<file path="src/rtl/muldiv_unit.sv">
`default_nettype none
// ============================================================================
// Module   : muldiv_unit
// Purpose  : Multi-cycle integer multiply / divide unit. Divide is a restoring
//            radix-2 shift-subtract taking WIDTH cycles. Multiply is either a
//            single-cycle combinational multiplier (default) or a WIDTH-cycle
//            shift-add sharing the divide registers (MULDIV_ITER_MULT_EN).
// Ports    : clk      - clock, rising edge
//            rst      - synchronous active-high reset
//            start    - begin an operation (sampled in IDLE only)
//            cancel   - abort the operation in flight
//            isdiv    - 1 = divide, 0 = multiply
//            signedop - 1 = two's-complement operands
//            a, b     - dividend/multiplicand, divisor/multiplier
//            result   - {hi, lo}: product, or {remainder, quotient}
//            ready    - one-cycle pulse when result becomes valid
//            busy     - high while MUL or DIV is in progress
// Macro    : MULDIV_ITER_MULT_EN - iterative shift-add multiply
// Revision : 1.0 - initial release
// ============================================================================
module muldiv_unit #(
  parameter int WIDTH = 32
) (
  input  logic                 clk,
  input  logic                 rst,
  input  logic                 start,
  input  logic                 cancel,
  input  logic                 isdiv,
  input  logic                 signedop,
  input  logic [WIDTH-1:0]     a,
  input  logic [WIDTH-1:0]     b,
  output logic [2*WIDTH-1:0]   result,
  output logic                 ready,
  output logic                 busy
);

  localparam int c_CNT_W = $clog2(WIDTH);

  localparam logic [1:0] c_IDLE = 2'd0;
  localparam logic [1:0] c_MUL  = 2'd1;
  localparam logic [1:0] c_DIV  = 2'd2;
  localparam logic [1:0] c_DONE = 2'd3;

  // The operation kind is carried by the state itself (MUL vs DIV), so no
  // separate isdiv register is kept.
  logic [1:0]         r_state;
  logic [c_CNT_W-1:0] r_count;
  logic               r_signA;
  logic               r_signB;
  logic [WIDTH-1:0]   r_hi;     // partial remainder / product high half
  logic [WIDTH-1:0]   r_lo;     // dividend->quotient / multiplier->product low
  logic [WIDTH-1:0]   r_opB;    // divisor / multiplicand magnitude
  logic [2*WIDTH-1:0] r_result;

  // Operand magnitudes; signs are only meaningful in signed mode.
  logic             w_negA;
  logic             w_negB;
  logic [WIDTH-1:0] w_magA;
  logic [WIDTH-1:0] w_magB;

  assign w_negA = signedop & a[WIDTH-1];
  assign w_negB = signedop & b[WIDTH-1];
  assign w_magA = w_negA ? -a : a;
  assign w_magB = w_negB ? -b : b;

  // Restoring divide step. The shifted partial remainder needs one extra bit
  // because it can momentarily reach 2*divisor-1. When the subtraction is
  // taken the true difference is below the divisor, so the low WIDTH bits of
  // a modular subtract are exact. A zero divisor always subtracts, giving an
  // all-ones quotient and the dividend as the remainder.
  logic [WIDTH:0]     w_remShift;
  logic               w_canSub;
  logic [WIDTH-1:0]   w_remSub;
  logic [WIDTH-1:0]   w_divHi;
  logic [WIDTH-1:0]   w_divLo;
  logic [WIDTH-1:0]   w_quoFix;
  logic [WIDTH-1:0]   w_remFix;
  logic [2*WIDTH-1:0] w_divResult;

  assign w_remShift  = {r_hi, r_lo[WIDTH-1]};
  assign w_canSub    = (w_remShift >= {1'b0, r_opB});
  assign w_remSub    = w_remShift[WIDTH-1:0] - r_opB;
  assign w_divHi     = w_canSub ? w_remSub : w_remShift[WIDTH-1:0];
  assign w_divLo     = {r_lo[WIDTH-2:0], w_canSub};
  assign w_quoFix    = (r_signA ^ r_signB) ? -w_divLo : w_divLo;
  assign w_remFix    = r_signA ? -w_divHi : w_divHi;
  assign w_divResult = {w_remFix, w_quoFix};

  logic [2*WIDTH-1:0] w_mulMag;
  logic [2*WIDTH-1:0] w_mulResult;

`ifdef MULDIV_ITER_MULT_EN
  // Shift-add: add the multiplicand into the high half when the current
  // multiplier bit is set, then shift {carry, hi, lo} right by one. After
  // WIDTH steps {hi, lo} holds the full magnitude product.
  logic [WIDTH:0]   w_addSum;
  logic [WIDTH-1:0] w_mulHi;
  logic [WIDTH-1:0] w_mulLo;

  assign w_addSum = {1'b0, r_hi} + (r_lo[0] ? {1'b0, r_opB} : {(WIDTH+1){1'b0}});
  assign w_mulHi  = w_addSum[WIDTH:1];
  assign w_mulLo  = {w_addSum[0], r_lo[WIDTH-1:1]};
  assign w_mulMag = {w_mulHi, w_mulLo};
`else
  assign w_mulMag = {{WIDTH{1'b0}}, r_lo} * {{WIDTH{1'b0}}, r_opB};
`endif

  assign w_mulResult = (r_signA ^ r_signB) ? -w_mulMag : w_mulMag;

  always_ff @(posedge clk) begin
    if (rst) begin
      r_state  <= c_IDLE;
      r_count  <= '0;
      r_signA  <= 1'b0;
      r_signB  <= 1'b0;
      r_hi     <= '0;
      r_lo     <= '0;
      r_opB    <= '0;
      r_result <= '0;
    end else begin
      case (r_state)
        c_IDLE: begin
          // cancel wins over a simultaneous start
          if (start && !cancel) begin
            r_signA <= w_negA;
            r_signB <= w_negB;
            r_hi    <= '0;
            r_lo    <= w_magA;
            r_opB   <= w_magB;
            r_count <= c_CNT_W'(WIDTH - 1);
            r_state <= isdiv ? c_DIV : c_MUL;
          end
        end
        c_MUL: begin
          if (cancel) begin
            r_state <= c_IDLE;
          end else begin
`ifdef MULDIV_ITER_MULT_EN
            r_hi    <= w_mulHi;
            r_lo    <= w_mulLo;
            r_count <= r_count - 1'b1;
            if (r_count == '0) begin
              r_result <= w_mulResult;
              r_state  <= c_DONE;
            end
`else
            r_result <= w_mulResult;
            r_state  <= c_DONE;
`endif
          end
        end
        c_DIV: begin
          if (cancel) begin
            r_state <= c_IDLE;
          end else begin
            r_hi    <= w_divHi;
            r_lo    <= w_divLo;
            r_count <= r_count - 1'b1;
            if (r_count == '0) begin
              r_result <= w_divResult;
              r_state  <= c_DONE;
            end
          end
        end
        c_DONE: begin
          r_state <= c_IDLE;
        end
        default: begin
          r_state <= c_IDLE;
        end
      endcase
    end
  end

  assign result = r_result;
  assign ready  = (r_state == c_DONE);
  assign busy   = (r_state == c_MUL) || (r_state == c_DIV);

endmodule
`default_nettype wire

</file>
<file path="config.mk">
export PLATFORM = sky130hd
export DESIGN_NAME = muldiv_unit
export DESIGN_NICKNAME = d
export VERILOG_FILES = /design/src/rtl/muldiv_unit.sv
export SDC_FILE = /design/constraint.sdc
export NUM_CORES = 2
export LEC_CHECK = 0
export ABC_AREA = 1
export CELL_PAD_IN_SITES_DETAIL_PLACEMENT = 1
export CELL_PAD_IN_SITES_GLOBAL_PLACEMENT = 1
export CORE_UTILIZATION = 45
export DETAILED_ROUTE_END_ITERATION = 10
export HOLD_SLACK_MARGIN = 0.05
export PLACE_DENSITY = 0.83
export SYNTH_ARGS = -nofsm -noshare
export SYNTH_HDL_FRONTEND = slang
export SYNTH_SLANG_ARGS = --single-unit
</file>
<file path="constraint.sdc">
create_clock -name clk -period 8.85 [get_ports clk]
set_input_delay 1.3275 -clock clk [delete_from_list [all_inputs] [get_ports clk]]
set_output_delay 1.3275 -clock clk [all_outputs]
set_load 0.01 [all_outputs]
</file>
==> summary.log <==
[power_and_ir_drop] part of the total power dissipated in sequential elements 12.5%
[floorplan] row count 122
[critical_path] Most Frequent Cell on Critical Path sky130_fd_sc_hd__nand2_1
[final_layout] nets 8753
[global_routing] vias in the first global route 52800
[placement] DP Area 54200 sq um
[power_and_ir_drop] Psw 6440 uW
[drt] vias post-DR 49000
[final_layout] fraction of layout cells with a size suffix above 1 4.97%
[logic_synthesis] top cells by area, synth sky130_fd_sc_hd__fa_1, sky130_fd_sc_hd__nand2_1, sky130_fd_sc_hd__inv_1
[logic_synthesis] count of state elements after synthesis 169
[placement] number of buffers added on ports 135
[logic_synthesis] Post-Synthesis Cells 7499
[floorplan] DIE AREA 114000 sq um
[sta] number of max-slew violations in the final report 0
[critical_path] crit path kind reg2reg
[clock_network] CTS Buf Count 17
[power_and_ir_drop] cell-internal power 3870 uW
[worst_hold_path] start point of the worst hold path r_count[0]
[floorplan] Core ar. 111000 sq um
[placement] detailed placer's ending HPWL 171 mm
[logic_synthesis] cell taking the most area after synthesis sky130_fd_sc_hd__fa_1
[drt] via density per instance 5.45
[global_routing] gr ovfl total 0
[sta] Setup TNS 0 ns
[logic_synthesis] number of flops mapped to enable cells by yosys 0
[floorplan] starting density of the core 45.6%
[floorplan] num ports 136
[global_routing] initial antenna violation count 9
[sta] final clock period utilization by the worst path 97.2%
[clock_network] number of H-tree levels 4
[placement] minimum setup slack after placement 0.0000799 ns
[drt] final wirelength 201 mm
[drt] routed len/inst 22.4 um
[critical_path] crit-path max FO 22
[critical_path] critical-path cell with the highest stage delay sky130_fd_sc_hd__dfxtp_1
[sta] slack of the critical path 0.248 ns
[clock_network] Clock Path Buffers 2
[clock_network] clock root cell sky130_fd_sc_hd__clkbuf_16
[logic_synthesis] net count after synthesis 8773
[flow_run] count of maximum capacitance violations 0
[logic_synthesis] share of the synthesized area in the top cell type 35.4%
[sta] Worst Max-Slew Pin Slew 1.01 ns
[final_layout] final instance area 54900 sq um
[sta] worst-case clock skew 0.0178 ns
[sta] upper clock frequency limit 0.116 GHz
[global_routing] pin count of the biggest net entering global routing 88
[power_and_ir_drop] relative contribution of combinational cells to total power 79.6%
[final_layout] Area Growth Syn to Fin 8.27%
[floorplan] die height 338 um
[critical_path] Worst setup SP type flop
[placement] routability congestion estimate 0.969
[power_and_ir_drop] power density normalized to cell area 188 nW/um^2
[clock_network] worst skew pair latency 0.53 ns
[critical_path] capturing point of the worst reg2reg path result[60]
[logic_synthesis] Post-Syn Area per Cell 6.76 sq um
[logic_synthesis] total standard cell area after synthesis 50700 sq um
[floorplan] Die Span X 338 um
[drt] starting DRC count in detailed routing 3817
[clock_network] post-CTS setup repair buffer count 0
[critical_path] flop2flop setup slack 0.25 ns
[critical_path] worst endpoint data arrival time 9.04 ns
[clock_network] clock transition at the registers of the reported paths 0.09 ns
[power_and_ir_drop] leakage power 0.0326 uW
[sta] time the final worst path needs with I/O delays and setup 8.60 ns
[critical_path] required time at the endpoint of the critical path 9.29 ns
[worst_hold_path] min-delay worst type reg2reg
[power_and_ir_drop] IR Drop Worst-Case VDD 350 uV
[critical_path] largest stage delay on the critical path 0.64 ns
[outcome] run status finished, final reports clean
[sta] endpoints failing setup 0
[drt] detailed-router iteration count before antenna repair 5
[sta] Final Hold Violating Endpoints 0
[final_layout] # fillers 14600
[critical_path] launching point of the worst reg2reg path r_opB[27]
[logic_synthesis] commonest register cell after synthesis sky130_fd_sc_hd__dfxtp_1
[logic_synthesis] Synth warnings 0
[sta] worst hold slack after final layout 0.459 ns
[critical_path] Register-to-Register Path Depth 30
[worst_hold_path] worst hold path cell count 1
[logic_synthesis] FFs w/ async S/R, synth 0%
[drt] antenna viol nets, final 0
[final_layout] most common cell after layout, fill and taps aside sky130_fd_sc_hd__nand2_1
[logic_synthesis] Seq/Total Area, Yosys 6.67%
[clock_network] TritonCTS clock tree built
[final_layout] utilization of the core after routing 49.4%
[global_routing] wire length of the first global-routing pass 308 mm
[global_routing] global routing usage summed across all routing layers 35.8%
[sta] Slew Limit Headroom 33.0%
[final_layout] commonest cells after routing, fill and taps aside sky130_fd_sc_hd__nand2_1, sky130_fd_sc_hd__inv_1, sky130_fd_sc_hd__fa_1
[power_and_ir_drop] Clk network pwr share 7.9%
[worst_hold_path] Worst Hold Endpoint r_count[0]
[logic_synthesis] number of distinct library cells after synthesis 53
[clock_network] Clock Sinks 169
[critical_path] endpoint kind of the worst setup timing path flop
[drt] DRC errors left 0
[power_and_ir_drop] net switching fraction of the power 62.5%
==> kinds of logic (layout without fill, tap and decap cells) <==
logic type               Yosys count  count (layout)  share of synthesized area, %
XOR/XNOR                          70              70                          1.21
AND/OR/NAND/NOR                 3113            3113                          25.0
flip-flops                       169             169                          6.67
AO/OA/AOI/OAI                    649             649                          7.04
adder cells (fa/ha/maj)         1204            1204                          43.0
buffers and inverters           2294            2287                          17.1
other                              0               3                             0
==> Yosys cell counts (all sizes together), types with 2 or more instances <==
library cell,instances
o21bai,21
o221ai,2
nand3b,25
a21o,4
and2,4
ha,307
clkinv,2
a21oi,285
clkbuf,259
nand4,40
a21boi,3
dfxtp,169
inv,1941
o31ai,2
nand2,2199
or2,25
fa,897
xor2,39
nor2,429
a22oi,18
nand3,322
buf,92
o211ai,24
nor4,10
o21a,2
xnor2,31
a31oi,44
o21ai,239
nor3,55
o22ai,3
==> layout make-up <==
cell class              instances  area (sq um)  share of cell area (%)
clock buffers                  17           425                   0.775
diodes                          3          7.51                  0.0137
well taps                    1488          1860                    3.39
multi-input cells            5036         38700                    70.5
flip-flops and latches        169          3440                    6.27
clock inverters                15           170                   0.310
repair buffers                312          2980                    5.42
inverters                    1943          7290                    13.3
==> power by group through the flow <==
| stage | registers, uW | clock network (uW) | logic (uW) |
|---|---|---|---|
| finish | 1280 | 819 | 8210 |
| global route | 1280 | 856 | 8910 |
| CTS | 1270 | 829 | 8060 |
| detailed placement | 1280 | 0 | 7980 |
| global placement | 1280 | 0 | 7770 |
| floorplan | 1060 | 0 | 5030 |
==> stage by stage <==
step | instances | power, uW
after global routing | 8980 | 11000
after global placement | 8948 | 9050
final | 8983 | 10300
after CTS | 8980 | 10200
after detailed placement | 8948 | 9260
after floorplan | 7499 | 6100
==> timing repair <==
item,4_1_cts,5_1_grt
gates resized for setup,1,58
hold buffers,0,0
setup endpoints to repair,3,33
==> worst max path at each step <==
| stage | from | endpoint | slack [ns] | cells after the start |
|---|---|---|---|---|
| floorplan | r_lo[12] | result[56] | 1.53 | 35 |
| global placement | r_opB[19] | result[60] | -0.41 | 31 |
| detailed placement | r_opB[18] | result[60] | 0.00008 | 32 |
| CTS | r_opB[17] | result[42] | 0.002 | 33 |
| global route | r_lo[17] | result[57] | -0.007 | 33 |
| finish | r_opB[27] | result[60] | 0.25 | 30 |
==> flip-flops by register name, indices dropped and copies added, names as in the netlist <==
signal,flops
r_hi,32
r_signB,1
r_lo,32
r_state,2
r_opB,32
r_count,5
r_signA,1
result,64
==> critical path: cells and delay by family (launching register included) <==
family                     cells  cell delay (ns)
adders and majority gates      9             4.38
buffers and inverters          4             0.67
DFF                            1             0.64
and+or+nand+nor               17             2.80
==> layer usage <==
metal,up-vias,track usage [%],routed length [um]
met4,2,15.4,9370
met1,24900,46.0,81300
li1,21800,-,-
met5,-,0,13
met2,1882,60.7,96500
met3,377,4.39,13900
Power figures use the tool's default switching activity.
